[config.mk]
export PLATFORM = sky130hd
export DESIGN_NAME = pipeline_hazard_ctrl_flat
export DESIGN_NICKNAME = d
export VERILOG_FILES = /design/src/rtl/pipeline_hazard_ctrl_pkg.sv /design/src/rtl/pipeline_hazard_ctrl_if.sv /design/src/rtl/pipeline_hazard_ctrl_lu_detect.sv /design/src/rtl/pipeline_hazard_ctrl.sv /design/src/flat_wrapper.sv
export SDC_FILE = /design/constraint.sdc
export NUM_CORES = 1
export LEC_CHECK = 0
export ABC_AREA = 1
export CORE_AREA = 2 2 68 70
export CTS_CLUSTER_SIZE = 40
export DETAILED_ROUTE_END_ITERATION = 16
export DIE_AREA = 0 0 70 72
export PLACE_DENSITY = 0.8
export SYNTH_ARGS = -nofsm -noshare
export SYNTH_HDL_FRONTEND = slang
export SYNTH_HIERARCHICAL = 1
export SYNTH_SLANG_ARGS = --single-unit
[constraint.sdc]
create_clock -name clk -period 1.8 [get_ports clk]
set_clock_uncertainty 0.1 [all_clocks]
set_input_delay 0.36 -clock clk [delete_from_list [all_inputs] [get_ports clk]]
set_output_delay 0.36 -clock clk [all_outputs]
set_load 0.02 [all_outputs]
[src/rtl/pipeline_hazard_ctrl_pkg.sv]
// Shared definitions for the pipeline hazard controller: stall bit positions,
// exception codes, FSM state encoding and the redirect-PC helper.
package pipeline_hazard_ctrl_pkg;

    localparam int STALL_PC  = 0;
    localparam int STALL_IF  = 1;
    localparam int STALL_ID  = 2;
    localparam int STALL_EX  = 3;
    localparam int STALL_MEM = 4;
    localparam int STALL_WB  = 5;

    localparam logic [5:0] STALL_NONE     = 6'b000000;
    localparam logic [5:0] STALL_LOAD_USE = 6'b000111;
    localparam logic [5:0] STALL_MC       = 6'b001111;

    localparam logic [31:0] EXC_NONE      = 32'h0000_0000;
    localparam logic [31:0] EXC_INTERRUPT = 32'h0000_0001;
    localparam logic [31:0] EXC_SYSCALL   = 32'h0000_0008;
    localparam logic [31:0] EXC_INVALID   = 32'h0000_000A;
    localparam logic [31:0] EXC_OVERFLOW  = 32'h0000_000C;
    localparam logic [31:0] EXC_ERET      = 32'h0000_000E;

    typedef enum logic [1:0] {
        ST_IDLE    = 2'd0,
        ST_MC_WAIT = 2'd1,
        ST_FLUSH   = 2'd2
    } hz_state_e;

    // ERET returns to EPC; every other exception enters the common vector.
    function automatic logic [31:0] redirect_pc(input logic [31:0] exc_type,
                                                input logic [31:0] epc,
                                                input logic [31:0] vector);
        logic [31:0] pc;
        if (exc_type == EXC_ERET) begin
            pc = epc;
        end else begin
            pc = vector;
        end
        return pc;
    endfunction

endpackage

[src/rtl/pipeline_hazard_ctrl_if.sv]
// Control bundle between the hazard controller (master) and the pipeline
// stages it sequences (slave).
interface pipeline_hazard_ctrl_if;
    logic        ex_is_load;
    logic [4:0]  ex_w_dest;
    logic        id_reg1_read;
    logic [4:0]  id_reg1_addr;
    logic        id_reg2_read;
    logic [4:0]  id_reg2_addr;
    logic        ex_mc_start;
    logic        ex_mc_done;
    logic [31:0] mem_excepttype;
    logic [31:0] cp0_epc;
    logic [5:0]  stall;
    logic        bubble_ex;
    logic        bubble_mem;
    logic        flush;
    logic [31:0] new_pc;
    logic        mc_abort;

    modport master (
        input  ex_is_load, ex_w_dest, id_reg1_read, id_reg1_addr,
               id_reg2_read, id_reg2_addr, ex_mc_start, ex_mc_done,
               mem_excepttype, cp0_epc,
        output stall, bubble_ex, bubble_mem, flush, new_pc, mc_abort
    );

    modport slave (
        output ex_is_load, ex_w_dest, id_reg1_read, id_reg1_addr,
               id_reg2_read, id_reg2_addr, ex_mc_start, ex_mc_done,
               mem_excepttype, cp0_epc,
        input  stall, bubble_ex, bubble_mem, flush, new_pc, mc_abort
    );
endinterface

[src/rtl/pipeline_hazard_ctrl_lu_detect.sv]
// Load-use compare: an ID source matches the destination of a load in EX.
// Register $0 is hardwired to zero, so it never creates a dependency.
module pipeline_hazard_ctrl_lu_detect (
    input  logic       ex_is_load,
    input  logic [4:0] ex_w_dest,
    input  logic       id_reg1_read,
    input  logic [4:0] id_reg1_addr,
    input  logic       id_reg2_read,
    input  logic [4:0] id_reg2_addr,
    output logic       lu_hazard
);
    logic rs_hit_s;
    logic rt_hit_s;

    assign rs_hit_s  = id_reg1_read && (id_reg1_addr == ex_w_dest);
    assign rt_hit_s  = id_reg2_read && (id_reg2_addr == ex_w_dest);
    assign lu_hazard = ex_is_load && (ex_w_dest != 5'd0) && (rs_hit_s || rt_hit_s);
endmodule

[src/rtl/pipeline_hazard_ctrl.sv]
// Stall/flush sequencer for the 5-stage pipeline: load-use bubbles, multi-cycle
// EX hold with watchdog, exception flush. HAZARD_PERF_CNT_EN adds perf counters.
module pipeline_hazard_ctrl
    import pipeline_hazard_ctrl_pkg::*;
#(
    parameter logic [31:0] EXC_VECTOR = 32'h0000_0040,
    parameter int          MC_TIMEOUT = 64,
    parameter int          CNT_W      = 7
) (
    input  logic                   clk,
    input  logic                   rst,
    pipeline_hazard_ctrl_if.master hz
`ifdef HAZARD_PERF_CNT_EN
    ,
    output logic [31:0]            perf_lu_cnt,
    output logic [31:0]            perf_mc_cnt,
    output logic [31:0]            perf_flush_cnt
`endif
);

    hz_state_e        state_r;
    hz_state_e        state_next_s;
    logic [CNT_W-1:0] cnt_r;
    logic             lu_hazard_s;
    logic             exc_s;
    logic             timeout_s;

    pipeline_hazard_ctrl_lu_detect u_lu_detect (
        .ex_is_load   (hz.ex_is_load),
        .ex_w_dest    (hz.ex_w_dest),
        .id_reg1_read (hz.id_reg1_read),
        .id_reg1_addr (hz.id_reg1_addr),
        .id_reg2_read (hz.id_reg2_read),
        .id_reg2_addr (hz.id_reg2_addr),
        .lu_hazard    (lu_hazard_s)
    );

    assign exc_s     = (hz.mem_excepttype != EXC_NONE);
    assign timeout_s = (cnt_r == CNT_W'(MC_TIMEOUT - 1));

    // State register.
    always_ff @(posedge clk or posedge rst) begin
        if (rst) begin
            state_r <= ST_IDLE;
        end else begin
            state_r <= state_next_s;
        end
    end

    // Watchdog counter: counts consecutive MC_WAIT cycles, zero otherwise.
    always_ff @(posedge clk or posedge rst) begin
        if (rst) begin
            cnt_r <= {CNT_W{1'b0}};
        end else if ((state_r == ST_MC_WAIT) && (state_next_s == ST_MC_WAIT)) begin
            cnt_r <= cnt_r + {{(CNT_W-1){1'b0}}, 1'b1};
        end else begin
            cnt_r <= {CNT_W{1'b0}};
        end
    end

    // Next-state logic; an exception overrides everything and cancels MC_WAIT.
    always_comb begin
        state_next_s = state_r;
        if (exc_s) begin
            state_next_s = ST_FLUSH;
        end else begin
            case (state_r)
                ST_IDLE:    state_next_s = hz.ex_mc_start ? ST_MC_WAIT : ST_IDLE;
                ST_MC_WAIT: state_next_s = (hz.ex_mc_done || timeout_s) ? ST_IDLE : ST_MC_WAIT;
                ST_FLUSH:   state_next_s = ST_IDLE;
                default:    state_next_s = ST_IDLE;
            endcase
        end
    end

    // Output decode; outputs are forced quiet for the whole reset window.
    always_comb begin
        hz.stall      = STALL_NONE;
        hz.bubble_ex  = 1'b0;
        hz.bubble_mem = 1'b0;
        hz.flush      = 1'b0;
        hz.new_pc     = 32'h0000_0000;
        hz.mc_abort   = 1'b0;
        if (rst) begin
            hz.flush = 1'b0;
        end else if (exc_s) begin
            hz.flush  = 1'b1;
            hz.new_pc = redirect_pc(hz.mem_excepttype, hz.cp0_epc, EXC_VECTOR);
        end else begin
            case (state_r)
                ST_IDLE: begin
                    if (lu_hazard_s) begin
                        hz.stall     = STALL_LOAD_USE;
                        hz.bubble_ex = 1'b1;
                    end else begin
                        hz.stall = STALL_NONE;
                    end
                end
                ST_MC_WAIT: begin
                    // Done releases the hold and takes priority over the watchdog.
                    if (hz.ex_mc_done) begin
                        hz.stall = STALL_NONE;
                    end else if (timeout_s) begin
                        hz.mc_abort = 1'b1;
                    end else begin
                        hz.stall      = STALL_MC;
                        hz.bubble_mem = 1'b1;
                    end
                end
                ST_FLUSH: hz.stall = STALL_NONE;
                default:  hz.stall = STALL_NONE;
            endcase
        end
    end

`ifdef HAZARD_PERF_CNT_EN
    // Event counters for load-use stalls, multi-cycle holds and flushes.
    always_ff @(posedge clk or posedge rst) begin
        if (rst) begin
            perf_lu_cnt    <= 32'h0000_0000;
            perf_mc_cnt    <= 32'h0000_0000;
            perf_flush_cnt <= 32'h0000_0000;
        end else begin
            perf_lu_cnt    <= perf_lu_cnt + {31'h0000_0000, hz.bubble_ex};
            perf_mc_cnt    <= perf_mc_cnt + {31'h0000_0000, (hz.stall == STALL_MC)};
            perf_flush_cnt <= perf_flush_cnt + {31'h0000_0000, hz.flush};
        end
    end
`endif

endmodule

[src/flat_wrapper.sv]
// flat-port wrapper written by rule: the top's interface ports become plain ports
module pipeline_hazard_ctrl_flat import pipeline_hazard_ctrl_pkg::*;
#(
    parameter logic [31:0] EXC_VECTOR = 32'h0000_0040,
    parameter int          MC_TIMEOUT = 64,
    parameter int          CNT_W      = 7
)
  (clk, rst, hz_ex_is_load, hz_ex_w_dest, hz_id_reg1_read, hz_id_reg1_addr, hz_id_reg2_read, hz_id_reg2_addr, hz_ex_mc_start, hz_ex_mc_done, hz_mem_excepttype, hz_cp0_epc, hz_stall, hz_bubble_ex, hz_bubble_mem, hz_flush, hz_new_pc, hz_mc_abort);
  pipeline_hazard_ctrl_if hz_i ();
  input  logic clk;
  input  logic rst;
  input wire logic [$bits(hz_i.ex_is_load)-1:0] hz_ex_is_load;
  input wire logic [$bits(hz_i.ex_w_dest)-1:0] hz_ex_w_dest;
  input wire logic [$bits(hz_i.id_reg1_read)-1:0] hz_id_reg1_read;
  input wire logic [$bits(hz_i.id_reg1_addr)-1:0] hz_id_reg1_addr;
  input wire logic [$bits(hz_i.id_reg2_read)-1:0] hz_id_reg2_read;
  input wire logic [$bits(hz_i.id_reg2_addr)-1:0] hz_id_reg2_addr;
  input wire logic [$bits(hz_i.ex_mc_start)-1:0] hz_ex_mc_start;
  input wire logic [$bits(hz_i.ex_mc_done)-1:0] hz_ex_mc_done;
  input wire logic [$bits(hz_i.mem_excepttype)-1:0] hz_mem_excepttype;
  input wire logic [$bits(hz_i.cp0_epc)-1:0] hz_cp0_epc;
  output wire logic [$bits(hz_i.stall)-1:0] hz_stall;
  output wire logic [$bits(hz_i.bubble_ex)-1:0] hz_bubble_ex;
  output wire logic [$bits(hz_i.bubble_mem)-1:0] hz_bubble_mem;
  output wire logic [$bits(hz_i.flush)-1:0] hz_flush;
  output wire logic [$bits(hz_i.new_pc)-1:0] hz_new_pc;
  output wire logic [$bits(hz_i.mc_abort)-1:0] hz_mc_abort;
  assign hz_i.ex_is_load = hz_ex_is_load;
  assign hz_i.ex_w_dest = hz_ex_w_dest;
  assign hz_i.id_reg1_read = hz_id_reg1_read;
  assign hz_i.id_reg1_addr = hz_id_reg1_addr;
  assign hz_i.id_reg2_read = hz_id_reg2_read;
  assign hz_i.id_reg2_addr = hz_id_reg2_addr;
  assign hz_i.ex_mc_start = hz_ex_mc_start;
  assign hz_i.ex_mc_done = hz_ex_mc_done;
  assign hz_i.mem_excepttype = hz_mem_excepttype;
  assign hz_i.cp0_epc = hz_cp0_epc;
  assign hz_stall = hz_i.stall;
  assign hz_bubble_ex = hz_i.bubble_ex;
  assign hz_bubble_mem = hz_i.bubble_mem;
  assign hz_flush = hz_i.flush;
  assign hz_new_pc = hz_i.new_pc;
  assign hz_mc_abort = hz_i.mc_abort;
  pipeline_hazard_ctrl #(.EXC_VECTOR(EXC_VECTOR), .MC_TIMEOUT(MC_TIMEOUT), .CNT_W(CNT_W)) u_core (.clk(clk), .rst(rst), .hz(hz_i));
endmodule
Yosys cells after proc, flatten, opt, wreduce, memory -nomap -nowiden
Cells that the tools add are included.
{ "classes": {"n_addsub": 1, "n_eq_ne": 6, "n_mux": 30, "reduce_logical": 10} }
{ "ops": {"columns": ["operator", "n"], "rows": [
  ["$mux W32", 3],
  ["$eq A32 B4 Y1 const B", 1],
  ["$reduce_bool A32 Y1", 1],
  ["$mux W1", 18],
  ["$mux W6", 3],
  ["$pmux W6 S2", 1],
  ["$eq A5 B5 Y1", 2],
  ["$add A7 B1 Y7 const B", 1],
  ["$eq A7 B6 Y1 const B", 1],
  ["$mux W7", 1],
  ["$logic_and A1 B1 Y1", 5],
  ["$reduce_bool A5 Y1", 1],
  ["$eq A2 B1 Y1 const B", 2],
  ["$mux W4", 1],
  ["$pmux W2 S2", 1],
  ["$mux W3", 1],
  ["$logic_not A2 Y1", 1],
  ["$logic_or A1 B1 Y1", 2],
  ["$mux W2", 1]
]} }
{ "totals": {"ff_bits": 9, "input_bits": 86} }

Depth between registers and ports, before layout
Gate-level depths: netlist of the first run.
{ "depth": {"word_depth": 8, "ltp_mapped": 11, "ltp_nobuf": 10} }

By module
Netlist of the first run, hierarchy kept.
{ "by_module_without_submodules": {"columns": ["module", "instances", "cells_per_inst", "area_each_um2", "seq_area_each_um2"], "rows": [
  ["pipeline_hazard_ctrl", 1, 175, 1001.0, 225.2],
  ["pipeline_hazard_ctrl_lu_detect", 1, 55, 216.5, 0.0]
]} }

Worst setup path before layout of the first run
Ideal clock, no wire load.
{ "synth_path": {"path_kind": "input port to output port", "start": "in hz_ex_w_dest[3]", "end": "out hz_stall[1]", "arrival_time_ns": 1.362, "slack_ns": -0.022, "cell_stages": 11, "path_buffers": 1, "path_cell_list": "inv_1 -> nand2_1 -> nand2_1 -> nor2_1 -> nand3_1 -> a21oi_1 -> nand3_1 -> inv_1 -> nand2_1 -> nand2_1 -> buf_4"} }
{ "synth_via": {"elab_chain_len": 8, "word_cells_on_any_way": 12, "cone_classes": "eq/ne: 2; mux: 4; reduce/logical: 6"} }
{ "synth_rtl": {"columns": ["item", "line", "source"], "rows": [
  ["from (decl)", "flat_wrapper.sv:13", "input wire logic [$bits(hz_i.ex_w_dest)-1:0] hz_ex_w_dest;"],
  ["$eq A5 B5 Y1, on equally long branches", "pipeline_hazard_ctrl_lu_detect.sv:15, pipeline_hazard_ctrl_lu_detect.sv:16", null],
  ["$logic_and A1 B1 Y1, on equally long branches", "pipeline_hazard_ctrl_lu_detect.sv:15, pipeline_hazard_ctrl_lu_detect.sv:16", null],
  ["$logic_or A1 B1 Y1", "pipeline_hazard_ctrl_lu_detect.sv:17", "assign lu_hazard = ex_is_load && (ex_w_dest != 5'd0) && (rs_hit_s || rt_hit_s);"],
  ["$logic_and A1 B1 Y1 *", "pipeline_hazard_ctrl_lu_detect.sv:17", null],
  ["net u_core.lu_hazard_s", "pipeline_hazard_ctrl.sv:24", "logic lu_hazard_s;"],
  ["$mux W3 *", "pipeline_hazard_ctrl.sv:92", "if (lu_hazard_s) begin"],
  ["$pmux W6 S2 *", "pipeline_hazard_ctrl.sv:90", "case (state_r)"],
  ["$mux W6 *", "pipeline_hazard_ctrl.sv:86", "end else if (exc_s) begin"],
  ["$mux W6 *", "pipeline_hazard_ctrl.sv:84", "if (rst) begin"],
  ["to (decl)", "flat_wrapper.sv:22", "output wire logic [$bits(hz_i.stall)-1:0] hz_stall;"]
]} }
The timed path passes the listed nets; every way through them passes the cells marked *.

Final worst setup path of the first run
{ "layout_path": {"start": "in hz_mem_excepttype[31]", "end": "out hz_new_pc[26]"} }
{ "layout_via": {"elab_chain_len": 4, "word_cells_on_any_way": 5, "cone_classes": "eq/ne: 1; mux: 3; reduce/logical: 1"} }
{ "layout_rtl": {"columns": ["item", "line", "source"], "rows": [
  ["from (decl)", "flat_wrapper.sv:20", "input wire logic [$bits(hz_i.mem_excepttype)-1:0] hz_mem_excepttype;"],
  ["$eq A32 B4 Y1", "pipeline_hazard_ctrl_pkg.sv:34", "if (exc_type == EXC_ERET) begin"],
  ["$mux W32", "pipeline_hazard_ctrl_pkg.sv:34", null],
  ["$mux W32 *", "pipeline_hazard_ctrl.sv:86", null],
  ["$mux W32 *", "pipeline_hazard_ctrl.sv:84", null],
  ["to (decl)", "flat_wrapper.sv:26", "output wire logic [$bits(hz_i.new_pc)-1:0] hz_new_pc;"]
]} }
Mark *: on every way between the ends. The rest lies on a longest branch, timed or not.

==> results.md, run 1 <==
* Layout cells sized above 1 at 0.528
* R2r setup slk at 240 ps
* Xor/xnor cell area share of the yosys netlist at 0.0288
* DP HPWL at 3700 um
* Fin. Hold Viols at 0
* Crit-path leading delay family: buffers and inverters
* Routed WL per cell at 13.4 um
* Num rows at 24
* Critical path data required time at 1340 ps
* CP Capture Type: primary output
* Synthesized-area fraction occupied by adder cells at 0.0103
* Synth warn at 6
* Worst EP arrival at about 1600 ps
* Core Box Area at 4260 sq um
* Sw Pwr at 205 uW
* Crit. Startpoint: hz_mem_excepttype[31]
* Critical path, cell by cell: buf_6 > nor2_4 > nand2_1 > nor2_1 > nand2_2 > clkinv_4 > buf_12 > buf_12 > buf_8 > nand3_1 > nor2_1 > buf_4
* Gr ovfl total at 0
* Largest family of logic cells by synthesized area: simple AND/OR/NAND/NOR gates
* Simple-gate share of the synthesized area at 0.591
* Worst slack, placed at -1030 ps
* Buffer depth of the longest clock path at 2
* Fillers at 357
* Synth cell types at 23
* # diodes at 0
* GP Congestion at slightly below 0.8
* TritonCTS clock tree: yes
* Slowest Stage Delay on Critical Path at 150 ps
* RSZ-0062 raised after global routing: true
* Vias at a little under 2000
* Crit Path Max Fanout at 6
* Drt drc at 0
* Seq/Total Area, Yosys at 0.185
* Die area at 5040 sq um
* Syn Std Cell Area at roughly 1200 sq um
* Synth-to-Final Area Change at 152%
* Vias in the first global route at just under 2000
* GR Util All Layers at 0.214
* I/O pins at 128
* Cells after Synth at 230
* Synthesized area per cell at roughly 5.3 sq um
* Multi-input gate area at 1130 sq um
* Register-to-Register Path Depth at 9
* Synth Register Bits at 9
* Internal power at between 500 and 600 uW
* Portion of netlist area occupied by mux cells at 0
* Clk root buf: clkbuf_8
* Synth Area in Compound Gates at 0.0206
* Leading cell type in the layout, fill and taps excluded: nor2_1
* Run status: finished, violations left
* Leak at around 0.0014 uW
* # Max-Cap Violations at 0
* Sequential share of power at 0.276
* Avg Vias per Cell at 4.63
* Dpl cells at roughly 400
* CP Class: input port to primary output
* Final WL at between 5000 and 6000 um
* Most frequent cells in the layout: 46 x nor2_1, 42 x nand2_1, 40 x buf_6, 38 x buf_4, 34 x clkdlybuf4s50_1
* Crit Reg-Reg Endpoint: u_core/cnt_r[1]
* Pin count of the biggest net entering global routing at 23
* Period utilization at 1.12
* Worst VDD drop at 181 uV
* Seq. cell area at 225 sq um
* Pins Over Slew Limit at 0
* Sw Ratio at 0.279
* Global-route wire length before repair at 8840 um
* Clock slew at reported path FFs at 40 ps
* Port Buffers at 125
* R2R Path Start: u_core/cnt_r[0]
* H-tree Lvls at 1
* Min Tclk post-route at around 2000 ps
* ANT nets after route at 0
* CP max-delay cell: buf_4
* Finished Layout Cells at 429
* Clock Latency Late Sink at 240 ps
* Logic pwr share at 0.398
* CTS Buf Count at 3
* Endpoints failing setup at 40
* Die span in x at 70 um
* Worst path bufs/invs at 6
* Drt first pass iters at 4
* Net count, final at 465
* Worst hold-check path type: input port to async pin
* Clk sinks at 9
* Post-route cell area at 3070 sq um
* Die H at 72 um
* Fmax at 0.495 GHz
* Placed inst area at 2620 sq um
* Startpoint types: input port
* Failing checks: setup timing
* DR iter-0 viols at 54
* Power share of the clock group at 0.326
* Power density cells at 239 nW/um^2
* Antenna violations before repair at 0
* Final worst setup slack at -219 ps
* Initial Utilization at 0.286
-- power groups by stage --
stage / clock network [uW] / logic, uW / registers (uW)
2_1_floorplan: 0 / 67.9 / 206
3_3_place_gp: 0 / 272 / 206
3_5_place_dp: 0 / 275 / 206
4_1_cts: 247 / 254 / 203
5_1_grt: 262 / 318 / 203
6_report: 240 / 292 / 203
-- synth_stat cells --
| cell | n | share of area |
|---|---|---|
| ha_1 | 1 | 0.010 |
| nand3_2 | 1 | 0.0082 |
| xnor2_1 | 1 | 0.0072 |
| inv_1 | 26 | 0.080 |
| o21ai_1 | 1 | 0.0041 |
| clkbuf_1 | 2 | 0.0062 |
| nand2_2 | 2 | 0.010 |
| nand4_1 | 2 | 0.010 |
| buf_4 | 11 | 0.068 |
| a21oi_1 | 2 | 0.0082 |
| conb_1 | 1 | 0.0031 |
| nor3_1 | 1 | 0.0041 |
| nand3b_1 | 1 | 0.0062 |
| nand3_1 | 37 | 0.15 |
| nor2_1 | 73 | 0.23 |
| clkinv_2 | 1 | 0.0041 |
| xor2_1 | 3 | 0.022 |
| dfrtp_1 | 9 | 0.18 |
| o21ai_0 | 2 | 0.0082 |
| nor2_4 | 2 | 0.018 |
| nand2_1 | 49 | 0.15 |
| inv_2 | 1 | 0.0031 |
| and2_1 | 1 | 0.0051 |
-- flip-flops by register name, indices dropped and copies added (netlist names) --
signal	cells
u_core/cnt_r	7
u_core/state_r	2
-- through the flow --
step           hold slack, ps  setup TNS [ps]  total power (uW)  utilization
4_1_cts                   436           -5760               704        0.672
6_report                  173           -5480               735        0.720
2_1_floorplan             103               0               274            -
3_3_place_gp              415          -36850               478        0.613
3_5_place_dp              427          -37830               481        0.613
5_1_grt                   200           -8790               783        0.720
-- cell families after synthesis --
kind of cell,count (synthesis)
simple gates,169
buf+inv,41
flops,9
compound gates,5
xor+xnor,4
fa+ha+maj,1
other cells,1
-- repair_timing --
item,in CTS,in global routing
setup buffers,11,1
cloned,5,0
pin swaps,75,60
setup endpoints to repair,40,40
resized for setup,414,87
hold buffers,0,0
-- routing by layer --
metal	vias up	GRT usage	share of wire
li1	996	-	-
met1	901	0.247	0.36
met2	76	0.394	0.55
met3	13	0.0333	0.056
met4	0	0.0897	0.029
met5	-	0	0
-- cell type report --
cell class | instances | share of cell area
Multi-Input combinational cell | 181 | 0.370
Tap cell | 52 | 0.0212
Inverter | 28 | 0.0359
Timing Repair Buffer | 155 | 0.485
Sequential cell | 9 | 0.0734
Clock buffer | 4 | 0.0147
-- worst reg2reg max path: stages (launching register included) --
cell     delay (ps)
dfrtp_1         380
ha_2            190
nand3_1          90
inv_1            40
nand2_1         110
buf_4           140
nand2_1          60
nand2_1          80
nand3_2         150
nor2_1          140
-- worst max-delay path by stage --
stage / end / slack (ps) / cells after the start
3_5_place_dp: hz_stall[2] / -1030 / 12
3_3_place_gp: hz_stall[0] / -970 / 12
4_1_cts: hz_new_pc[31] / -190 / 12
6_report: hz_new_pc[26] / -220 / 12
5_1_grt: hz_new_pc[13] / -310 / 12
2_1_floorplan: hz_new_pc[13] / 40 / 8
(Power assumes the default switching activity.)
==> inputs of run 2 (changes only) <==
--- a/config.mk
+++ b/config.mk
@@ -6,10 +6,10 @@
 export NUM_CORES = 1
 export LEC_CHECK = 0
 export ABC_AREA = 1
-export CORE_AREA = 2 2 68 70
+export CORE_AREA = 2 2 56 85
 export CTS_CLUSTER_SIZE = 40
 export DETAILED_ROUTE_END_ITERATION = 16
-export DIE_AREA = 0 0 70 72
+export DIE_AREA = 0 0 58 87
 export PLACE_DENSITY = 0.8
 export SYNTH_ARGS = -nofsm -noshare
 export SYNTH_HDL_FRONTEND = slang
==> run 2 against run 1 <==
  * The run still ends with setup timing left
  * Global-route usage grew 0.42 points
  * Highest routed layer unchanged
  * First-iteration DRC count decreased by 33%
  * Utilization up 1.7 points
  * Sequential share of layout area decreased by 0.31 points
  * Combinational power grew 5%
  * Count of clock-buffer cells in the layout did not move
  * Routed wire length grew 13%
==> results.md, run 2 (same netlist as run 1, synthesis figures left out) <==
* Placed inst area at 2610 sq um
* Fin Setup TNS at -7750 ps
* Sequential share of power at 0.275
* Dpl cells at 410
* Synth-to-Final Area Change at 163%
* CP Class: input port to primary output
* Crit Path Max Fanout at 8
* # diodes at 0
* Largest regs: u_core/cnt_r x7, u_core/state_r x2
* ANT nets after route at 0
* DR iter-0 viols at 36
* I/O pins at 128
* Fin. Hold Viols at 0
* Die area at between 5000 and 6000 sq um
* Worst hold-check path type: flip-flop to flip-flop
* Pins Over Slew Limit at 0
* Internal power at 534 uW
* Worst EP arrival at around 1700 ps
* CTS Buf Count at 3
* Period utilization at 1.17
* Max FFs per register at 7
* Port Buffers at 125
* Clock slew at reported path FFs at 40 ps
* Global-route wire length before repair at ~8500 um
* Routed WL per cell at 15.2 um
* Antenna violations before repair at 0
* Drt drc at 0
* Critical path data required time at between 1000 and 1500 ps
* Buffer depth of the longest clock path at 2
* Power density cells at 230 nW/um^2
* Fmax at 0.475 GHz
* Endpoints failing setup at 40
* Finished Layout Cells at 428
* Min Tclk post-route at ~2100 ps
* Vias in the first global route at 2035
* Run status: finished, violations left
* Power share of the clock group at 0.307
* Drt first pass iters at 4
* Clock Latency Late Sink at 230 ps
* Core Box Area at 4350 sq um
* CP Capture Type: primary output
* TritonCTS clock tree: yes
* Num rows at 30
* Initial Utilization at 0.280
* Hold slack at about 440 ps
* Pin count of the biggest net entering global routing at 21
* Top reg by flops: u_core/cnt_r
* Leading cell type in the layout, fill and taps excluded: buf_6
* Post-route cell area at 3210 sq um
* Die span in x at around 58 um
* Gr ovfl total at 0
* Failing checks: setup timing
* GR Util All Layers at 0.218
* Logic pwr share at 0.417
* Die H at 87 um
* GP Congestion at between 0.8 and 0.9
* Worst VDD drop at 222 uV
* Vias at 2075
* DP HPWL at a little under 4000 um
* Sw Ratio at 0.276
* H-tree Lvls at 1
* Clk root buf: clkbuf_8
* Sw Pwr at slightly above 200 uW
* Avg Vias per Cell at 4.85
* # Max-Cap Violations at 0
* Layout cells sized above 1 at 0.555
* Final WL at 6500 um
* Net count, final at between 400 and 500
* Fillers at 317
* RSZ-0062 raised after global routing: true
* Clk sinks at 9
* Final worst setup slack at -305 ps
* Startpoint types: input port
* Leak at 0.00143 uW
* Most frequent cells in the layout: 51 x buf_6, 41 x nand2_1, 40 x nor2_1, 34 x clkdlybuf4s50_1, 32 x buf_4
run 2: routing by layer:
| layer | vias to the layer above | part of all wire | routed length (um) | global-route usage |
|---|---|---|---|---|
| met5 | - | 0 | 0 | 0 |
| li1 | 1005 | - | - | - |
| met2 | 102 | 0.59 | 3820 | 0.444 |
| met4 | 0 | 0.046 | 299 | 0.108 |
| met1 | 946 | 0.31 | 1990 | 0.194 |
| met3 | 22 | 0.060 | 390 | 0.0386 |
run 2: worst max-delay path, cell delays in order:
cell and delay (ps):
buf_2 110, inv_2 40, nand2_1 50, nor2_1 140
nand2_2 90, nor2_4 150, buf_6 150, buf_16 140
nand3_1 70, nor2_1 150, buf_4 180
run 2: final cells by class:
cell class	instances	area, sq um	share of cell area
Clock buffer	4	45.0	0.0140
Inverter	28	113	0.0351
Multi-Input combinational cell	181	1220	0.382
Sequential cell	9	225	0.0702
Tap cell	48	60.1	0.0187
Timing Repair Buffer	158	1540	0.480
run 2: through the flow:
stage,setup slack [ps],power [uW],utilization
after floorplan,41.5,274,-
after global placement,-933,484,0.600
after detailed placement,-973,486,0.600
after CTS,-123,701,0.654
after global routing,-335,792,0.736
final,-305,738,0.736
run 2: timing repair:
item,CTS,global route
resized for setup,460,76
pin swaps,74,32
cloned,4,1
hold buffers,0,0
endpoints found under the setup margin,40,40
setup buffers,8,3
hold endpoints to repair,0,0
run 2: path summary, 6_finish.rpt:
path | depth (start not counted) | slack (ps) | end | startpoint
hold / removal | 2 | 440 | u_core/cnt_r[0] | u_core/cnt_r[0]
min in group asynchronous | 4 | 470 | u_core/state_r[1] | rst
hold reg to reg | 2 | 440 | u_core/cnt_r[0] | u_core/cnt_r[0]
setup / recovery | 11 | -310 | hz_new_pc[3] | hz_mem_excepttype[0]
max in group asynchronous | 4 | 1000 | u_core/cnt_r[2] | rst
setup reg to reg | 9 | 230 | u_core/cnt_r[3] | u_core/cnt_r[0]
run 2: power groups by stage:
stage / Clock (uW) / Combinational [uW] / Sequential (uW)
global route: 258 / 331 / 203
floorplan: 0 / 67.9 / 206
global placement: 0 / 278 / 206
CTS: 233 / 264 / 203
detailed placement: 0 / 280 / 206
finish: 227 / 308 / 203
